`src/rtl/hazard_fwd_ctrl_pkg.sv`:
```
// Shared types and helpers for the EXE-stage hazard/forwarding controller.
// Register fields are carried at MAX_REG_W bits. Narrower addresses are zero-extended.
package hazard_fwd_ctrl_pkg;

  localparam int MAX_REG_W = 8;

  localparam logic [1:0] SEL_RF  = 2'd0;
  localparam logic [1:0] SEL_MEM = 2'd1;
  localparam logic [1:0] SEL_WB  = 2'd2;

  typedef struct packed {
    logic                 valid;
    logic [MAX_REG_W-1:0] dest;
    logic                 wb_en;
    logic                 mem_r_en;
    logic                 mem_w_en;
  } stage_t;

  typedef struct packed {
    stage_t               st;
    logic [MAX_REG_W-1:0] src1;
    logic [MAX_REG_W-1:0] src2;
    logic                 use_src2;
  } exe_stage_t;

  function automatic logic raw_hit(input stage_t s, input logic [MAX_REG_W-1:0] r);
    return s.valid & s.wb_en & (s.dest == r);
  endfunction

  // A load in MEM has no result yet, so it cannot forward; MEM wins over WB.
  function automatic logic [1:0] fwd_pick(input stage_t mem, input stage_t wb,
                                          input logic [MAX_REG_W-1:0] src);
    if (raw_hit(mem, src) && !mem.mem_r_en) return SEL_MEM;
    if (raw_hit(wb, src))                   return SEL_WB;
    return SEL_RF;
  endfunction

endpackage

```
`src/rtl/hazard_fwd_stage_reg.sv`:
```
// One shadow pipeline stage: holds while frozen, loads a zeroed bubble on request.
module hazard_fwd_stage_reg #(
  parameter int W = 8
) (
  input  logic         clk,
  input  logic         rst,
  input  logic         hold,
  input  logic         bubble,
  input  logic [W-1:0] d,
  output logic [W-1:0] q
);

  always_ff @(posedge clk) begin
    if (rst)
      q <= '0;
    else if (!hold)
      q <= bubble ? '0 : d;
  end

endmodule

```
`src/rtl/hazard_fwd_ctrl.sv`:
```
// EXE-stage sequencing controller: operand forwarding selects, load-use/RAW stall,
// branch flush, memory freeze and a saturating stall/freeze cycle counter.
module hazard_fwd_ctrl
  import hazard_fwd_ctrl_pkg::*;
#(
  parameter int FWD_EN = 1,
  parameter int REG_W  = 4,
  parameter int CNT_W  = 16
) (
  input  logic             clk,
  input  logic             rst,
  input  logic [REG_W-1:0] id_src1,
  input  logic [REG_W-1:0] id_src2,
  input  logic             id_use_src2,
  input  logic [REG_W-1:0] id_dest,
  input  logic             id_wb_en,
  input  logic             id_mem_r_en,
  input  logic             id_mem_w_en,
  input  logic             id_valid,
  input  logic             exe_br_taken,
  input  logic             mem_ready,
  output logic [1:0]       sel_src1,
  output logic [1:0]       sel_src2,
  output logic             stall,
  output logic             flush,
  output logic             freeze,
  output logic [CNT_W-1:0] stall_cnt
);

  exe_stage_t           exe_d, exe_q;
  stage_t               mem_q, wb_q;
  logic [MAX_REG_W-1:0] id_s1, id_s2;
  logic                 raw_exe, raw_mem, hazard;

  assign id_s1 = MAX_REG_W'(id_src1);
  assign id_s2 = MAX_REG_W'(id_src2);

  assign exe_d.st.valid    = 1'b1;
  assign exe_d.st.dest     = MAX_REG_W'(id_dest);
  assign exe_d.st.wb_en    = id_wb_en;
  assign exe_d.st.mem_r_en = id_mem_r_en;
  assign exe_d.st.mem_w_en = id_mem_w_en;
  assign exe_d.src1        = id_s1;
  assign exe_d.src2        = id_s2;
  assign exe_d.use_src2    = id_use_src2;

  hazard_fwd_stage_reg #(.W($bits(exe_stage_t))) u_exe (
    .clk    (clk),
    .rst    (rst),
    .hold   (freeze),
    .bubble (stall | flush | ~id_valid),
    .d      (exe_d),
    .q      (exe_q)
  );

  hazard_fwd_stage_reg #(.W($bits(stage_t))) u_mem (
    .clk    (clk),
    .rst    (rst),
    .hold   (freeze),
    .bubble (1'b0),
    .d      (exe_q.st),
    .q      (mem_q)
  );

  hazard_fwd_stage_reg #(.W($bits(stage_t))) u_wb (
    .clk    (clk),
    .rst    (rst),
    .hold   (freeze),
    .bubble (1'b0),
    .d      (mem_q),
    .q      (wb_q)
  );

  assign freeze = mem_q.valid & (mem_q.mem_r_en | mem_q.mem_w_en) & ~mem_ready;
  assign flush  = exe_br_taken & exe_q.st.valid & ~freeze;

  assign raw_exe = raw_hit(exe_q.st, id_s1) | (id_use_src2 & raw_hit(exe_q.st, id_s2));
  assign raw_mem = raw_hit(mem_q, id_s1)    | (id_use_src2 & raw_hit(mem_q, id_s2));

  // With forwarding only a load in EXE is uncoverable; without it any EXE/MEM producer is.
  assign hazard = (FWD_EN != 0) ? (id_valid & exe_q.st.mem_r_en & raw_exe)
                                : (id_valid & (raw_exe | raw_mem));
  assign stall  = hazard & ~flush & ~freeze;

  always_comb begin
    sel_src1 = SEL_RF;
    sel_src2 = SEL_RF;
    if (FWD_EN != 0 && exe_q.st.valid) begin
      sel_src1 = fwd_pick(mem_q, wb_q, exe_q.src1);
      if (exe_q.use_src2)
        sel_src2 = fwd_pick(mem_q, wb_q, exe_q.src2);
    end
  end

  always_ff @(posedge clk) begin
    if (rst)
      stall_cnt <= '0;
    else if ((stall | freeze) && (stall_cnt != {CNT_W{1'b1}}))
      stall_cnt <= stall_cnt + CNT_W'(1);
  end

endmodule

```
`config.mk`:
```
export PLATFORM = sky130hd
export DESIGN_NAME = hazard_fwd_ctrl
export DESIGN_NICKNAME = d
export VERILOG_FILES = /design/src/rtl/hazard_fwd_ctrl_pkg.sv /design/src/rtl/hazard_fwd_stage_reg.sv /design/src/rtl/hazard_fwd_ctrl.sv
export SDC_FILE = /design/constraint.sdc
export NUM_CORES = 1
export LEC_CHECK = 0
export ABC_AREA = 1
export CORE_MARGIN = 10
export CORE_UTILIZATION = 30
export DETAILED_ROUTE_END_ITERATION = 6
export GPL_ROUTABILITY_DRIVEN = 0
export GPL_TIMING_DRIVEN = 0
export PLACE_DENSITY = 0.59
export SLEW_MARGIN = 20
export SYNTH_ARGS = -nofsm -noshare
export SYNTH_HDL_FRONTEND = slang
export SYNTH_SLANG_ARGS = --single-unit
export TNS_END_PERCENT = 100
```
`constraint.sdc`:
```
create_clock -name clk -period 2.2 [get_ports clk]
set_clock_uncertainty 0.1 [all_clocks]
set_input_delay 0.22 -clock clk [delete_from_list [all_inputs] [get_ports clk]]
set_output_delay 0.22 -clock clk [all_outputs]
set_load 0.1 [all_outputs]
```
==> flow_metrics.py <==
metrics = {
    "status": {
        "outcome": "finished clean",
    },
    "sta": {
        "timing_worst_slew_pin_value_ns": 0.9817,
        "setup_violations": 0,
        "timing.final.hold_violations": 0,
        "hold-worst-slack_ns": 0.1741,
        "timing.fmax_ghz": 0.4665,
        "slew_headroom": 0.3435,
        "fin_crit_ns": 2.144,
        "rsz0062_at_grt": "yes",
        "final_critical_path_setup_slack_ns": 0.05622,
        "slew_violations": 0,
        "final_clock_period_utilization_by_the_worst_path": 0.9744,
    },
    "clock_network": {
        "clockRootBuffer": "clkbuf_8",
        "clk-insertion-delay-late_ns": 0.30,
        "post_cts_buffers": 0,
        "clkTransAtPathRegs_ns": 0.09,
        "cts.path.max_buffers": 2,
        "htree_levels": 2,
        "tritoncts": "yes",
        "clock-sinks": 47,
        "postCtsHoldBufs": 0,
        "cts-buffers-inserted": 5,
    },
    "synthesis": {
        "yosys_most_used_dff": "dfxtp_1",
        "syn_area_per_cell_um2": 7.219,
        "netlist_instances": 347,
        "synth_top_area_cell": "dfxtp_1",
        "synthesis.area_um2": 2505,
        "synth_enable_flop_cells": 0,
        "async_reset_ff_frac": 0,
        "synth_nets": 369,
        "synth.yosys.seq_area_share": 0.3756,
        "synthDistinctLibCells": 34,
        "netlist.area_leader.share": 0.3756,
        "yosys_register_bits": 47,
        "synth_area_leaders": "dfxtp_1 (38%), nand2_1 (11%), a21oi_1 (8.6%)",
        "yosysWarningCount": 0,
    },
    "route": {
        "drt_pre_antenna_iters": 5,
        "drc": 0,
        "ant_nets": 0,
        "postRouteWirelength_mm": 6.796,
        "wire_per_inst_um": 13.54,
        "via_count": 2370,
        "routed_via_density": 4.721,
        "detail_route.iter0.violations": 116,
    },
    "power": {
        "static_leak_uw": 0.001407,
        "finalPower_uw": 1716,
        "p_per_area_nw_per_um2": 526.7,
        "power.ir.vdd_worst_v": 0.0001979,
    },
    "global_routing": {
        "grt_remaining_overflow": 0,
        "grt_start_max_net_pins": 15,
        "grt_pass1_vias": 2262,
        "grtUsageTotal": 0.1091,
        "grt_pass1_wl_mm": 11.58,
        "antenna_found_initial": 0,
    },
    "critical_path": {
        "critical_path_required_ns": 1.88,
        "cp.buffers_inverters": 1,
        "crit_path_start_kind": "register",
        "critPathSlowestCell": "clkdlybuf4s50_1",
        "critical_path_depth": 1,
        "startpoint_of_the_worst_slack_reg_to_reg_timing_path": "stall_cnt[0]",
        "timing.critical_path.to_type": "output pin",
        "timing.critical_path.from": "stall_cnt[2]",
        "regToRegSetupSlack_ns": 0.33,
        "reg2reg_to": "stall_cnt[14]",
        "critPathTopFamily": "buffers and inverters",
        "setup.worst_path.end": "stall_cnt[2]",
        "timing.critical_path.cells": "clkdlybuf4s50_1",
        "stage_delay_of_the_slowest_cell_on_the_critical_path_ns": 1.15,
        "setup_crit_path_kind": "reg2out",
        "worst_ep_arrival_ns": 1.82,
        "r2r.worst_path.cells": 10,
        "crit_path_max_fanout": 5,
    },
    "floorplan": {
        "fp.coreArea_um2": 8175,
        "dieWidth_um": 111.4,
        "pin_count": 44,
        "fp.dieArea_um2": 12400,
        "rows": 33,
        "initial_core_util": 0.3064,
        "die_h_um": 111.4,
    },
    "finish": {
        "area_growth_pct": 30.07,
        "finalNetCount": 418,
        "insertedDiodeCount": 0,
        "filler_cell_count": 880,
        "fraction_of_final_layout_cells_with_drive_strength_greater_than_1": 0.1411,
        "area.sequential_um2": 960.9,
        "multiInputGateArea_um2": 1431,
    },
    "run": {
        "number_of_violations_of_the_max_capacitance_limit": 0,
    },
    "hold_path": {
        "holdCritPathClass": "in2reg",
    },
    "place": {
        "port_buffers": 42,
        "place_ws_ns": -0.9318,
        "dp_wirelength_mm": 5.384,
    },
}
-- Yosys cell counts (all sizes together), types with 2 or more instances --
| cell type | number |
|---|---|
| nor4 | 2 |
| nand4 | 20 |
| xnor2 | 10 |
| buf | 7 |
| xor2 | 15 |
| a21oi | 43 |
| nor2 | 37 |
| inv | 27 |
| dfxtp | 47 |
| nand2 | 78 |
| nor3 | 7 |
| clkbuf | 9 |
| o21ai | 11 |
| nand3 | 26 |
-- layer usage --
| metal | vias up | wire length (µm) | track usage |
|---|---|---|---|
| li1 | 1253 | - | - |
| met1 | 1074 | 3380 | 0.1504 |
| met2 | 41 | 3118 | 0.1684 |
| met3 | 2 | 247 | 0.02254 |
| met4 | 0 | 49 | 0.02828 |
| met5 | - | 0 | 0 |
-- worst min-delay path by stage --
stage | cells after the start | startpoint | slack (ns) | end
4_1_cts | 2 | rst | 0.19 | stall_cnt[7]
3_5_place_dp | 2 | u_exe.q[0] | 0.36 | u_exe.q[0]
5_1_grt | 2 | rst | 0.20 | u_mem.q[1]
6_report | 2 | rst | 0.17 | stall_cnt[7]
3_3_place_gp | 2 | u_exe.q[0] | 0.36 | u_exe.q[0]
2_1_floorplan | 1 | mem_ready | 0.28 | u_wb.q[11]
-- cells in the final DEF (no fill, tap or decap), drive strengths merged, types with 2 or more instances in the layout --
cell type / count
clkdlybuf4s15: 2
dlygate4sd2: 5
xnor2: 10
xor2: 15
nor3: 7
nand3: 26
a21oi: 43
o21ai: 11
nor4: 2
nor2: 37
dfxtp: 47
inv: 27
buf: 11
clkdlybuf4s50: 23
nand4: 20
clkbuf: 16
dlymetal6s2s: 7
nand2: 78
-- where the power goes --
part,internal [µW],total (µW),switching (µW)
logic,72.8,159,86.3
clock network,368,665,297
registers,870,893,22.7
-- stage by stage --
| stage | util | cell area, µm² | instances | TNS (ns) |
|---|---|---|---|---|
| after CTS | 0.3952 | 3231 | 502 | -0.05094 |
| after detailed placement | 0.3817 | 3120 | 494 | -2.982 |
| final | 0.3985 | 3258 | 502 | 0 |
| after global routing | 0.3985 | 3258 | 502 | -0.02969 |
| after global placement | 0.3817 | 3120 | 494 | -2.974 |
| after floorplan | - | 2569 | 347 | 0 |
-- timing repair --
| item | in CTS | in global routing |
|---|---|---|
| setup endpoints to repair | 12 | 12 |
| pin swaps | 0 | 1 |
| gates resized for setup | 35 | 24 |
-- kinds of logic after synthesis --
kind of cell | Yosys count | share of synthesized area
compound gates | 59 | 0.1239
xor+xnor | 25 | 0.08741
fa+ha+maj | 1 | 0.004994
buf+inv | 43 | 0.07193
flops | 47 | 0.3756
simple gates | 172 | 0.3362
-- state kept, by name, indices dropped and copies added, names as in the netlist --
signal,cells
stall_cnt,16
u_exe.q,17
u_wb.q,6
u_mem.q,8
-- layout make-up --
class | instances | area share
buffer | 16 | 0.02842
clock buffer | 6 | 0.02535
clock inverter | 2 | 0.01075
inverter | 27 | 0.03111
multi-input combinational | 257 | 0.4393
sequential | 47 | 0.2949
tap | 105 | 0.04032
timing repair buffer | 42 | 0.1298
No activity file was read; power rests on OpenSTA's default activity.
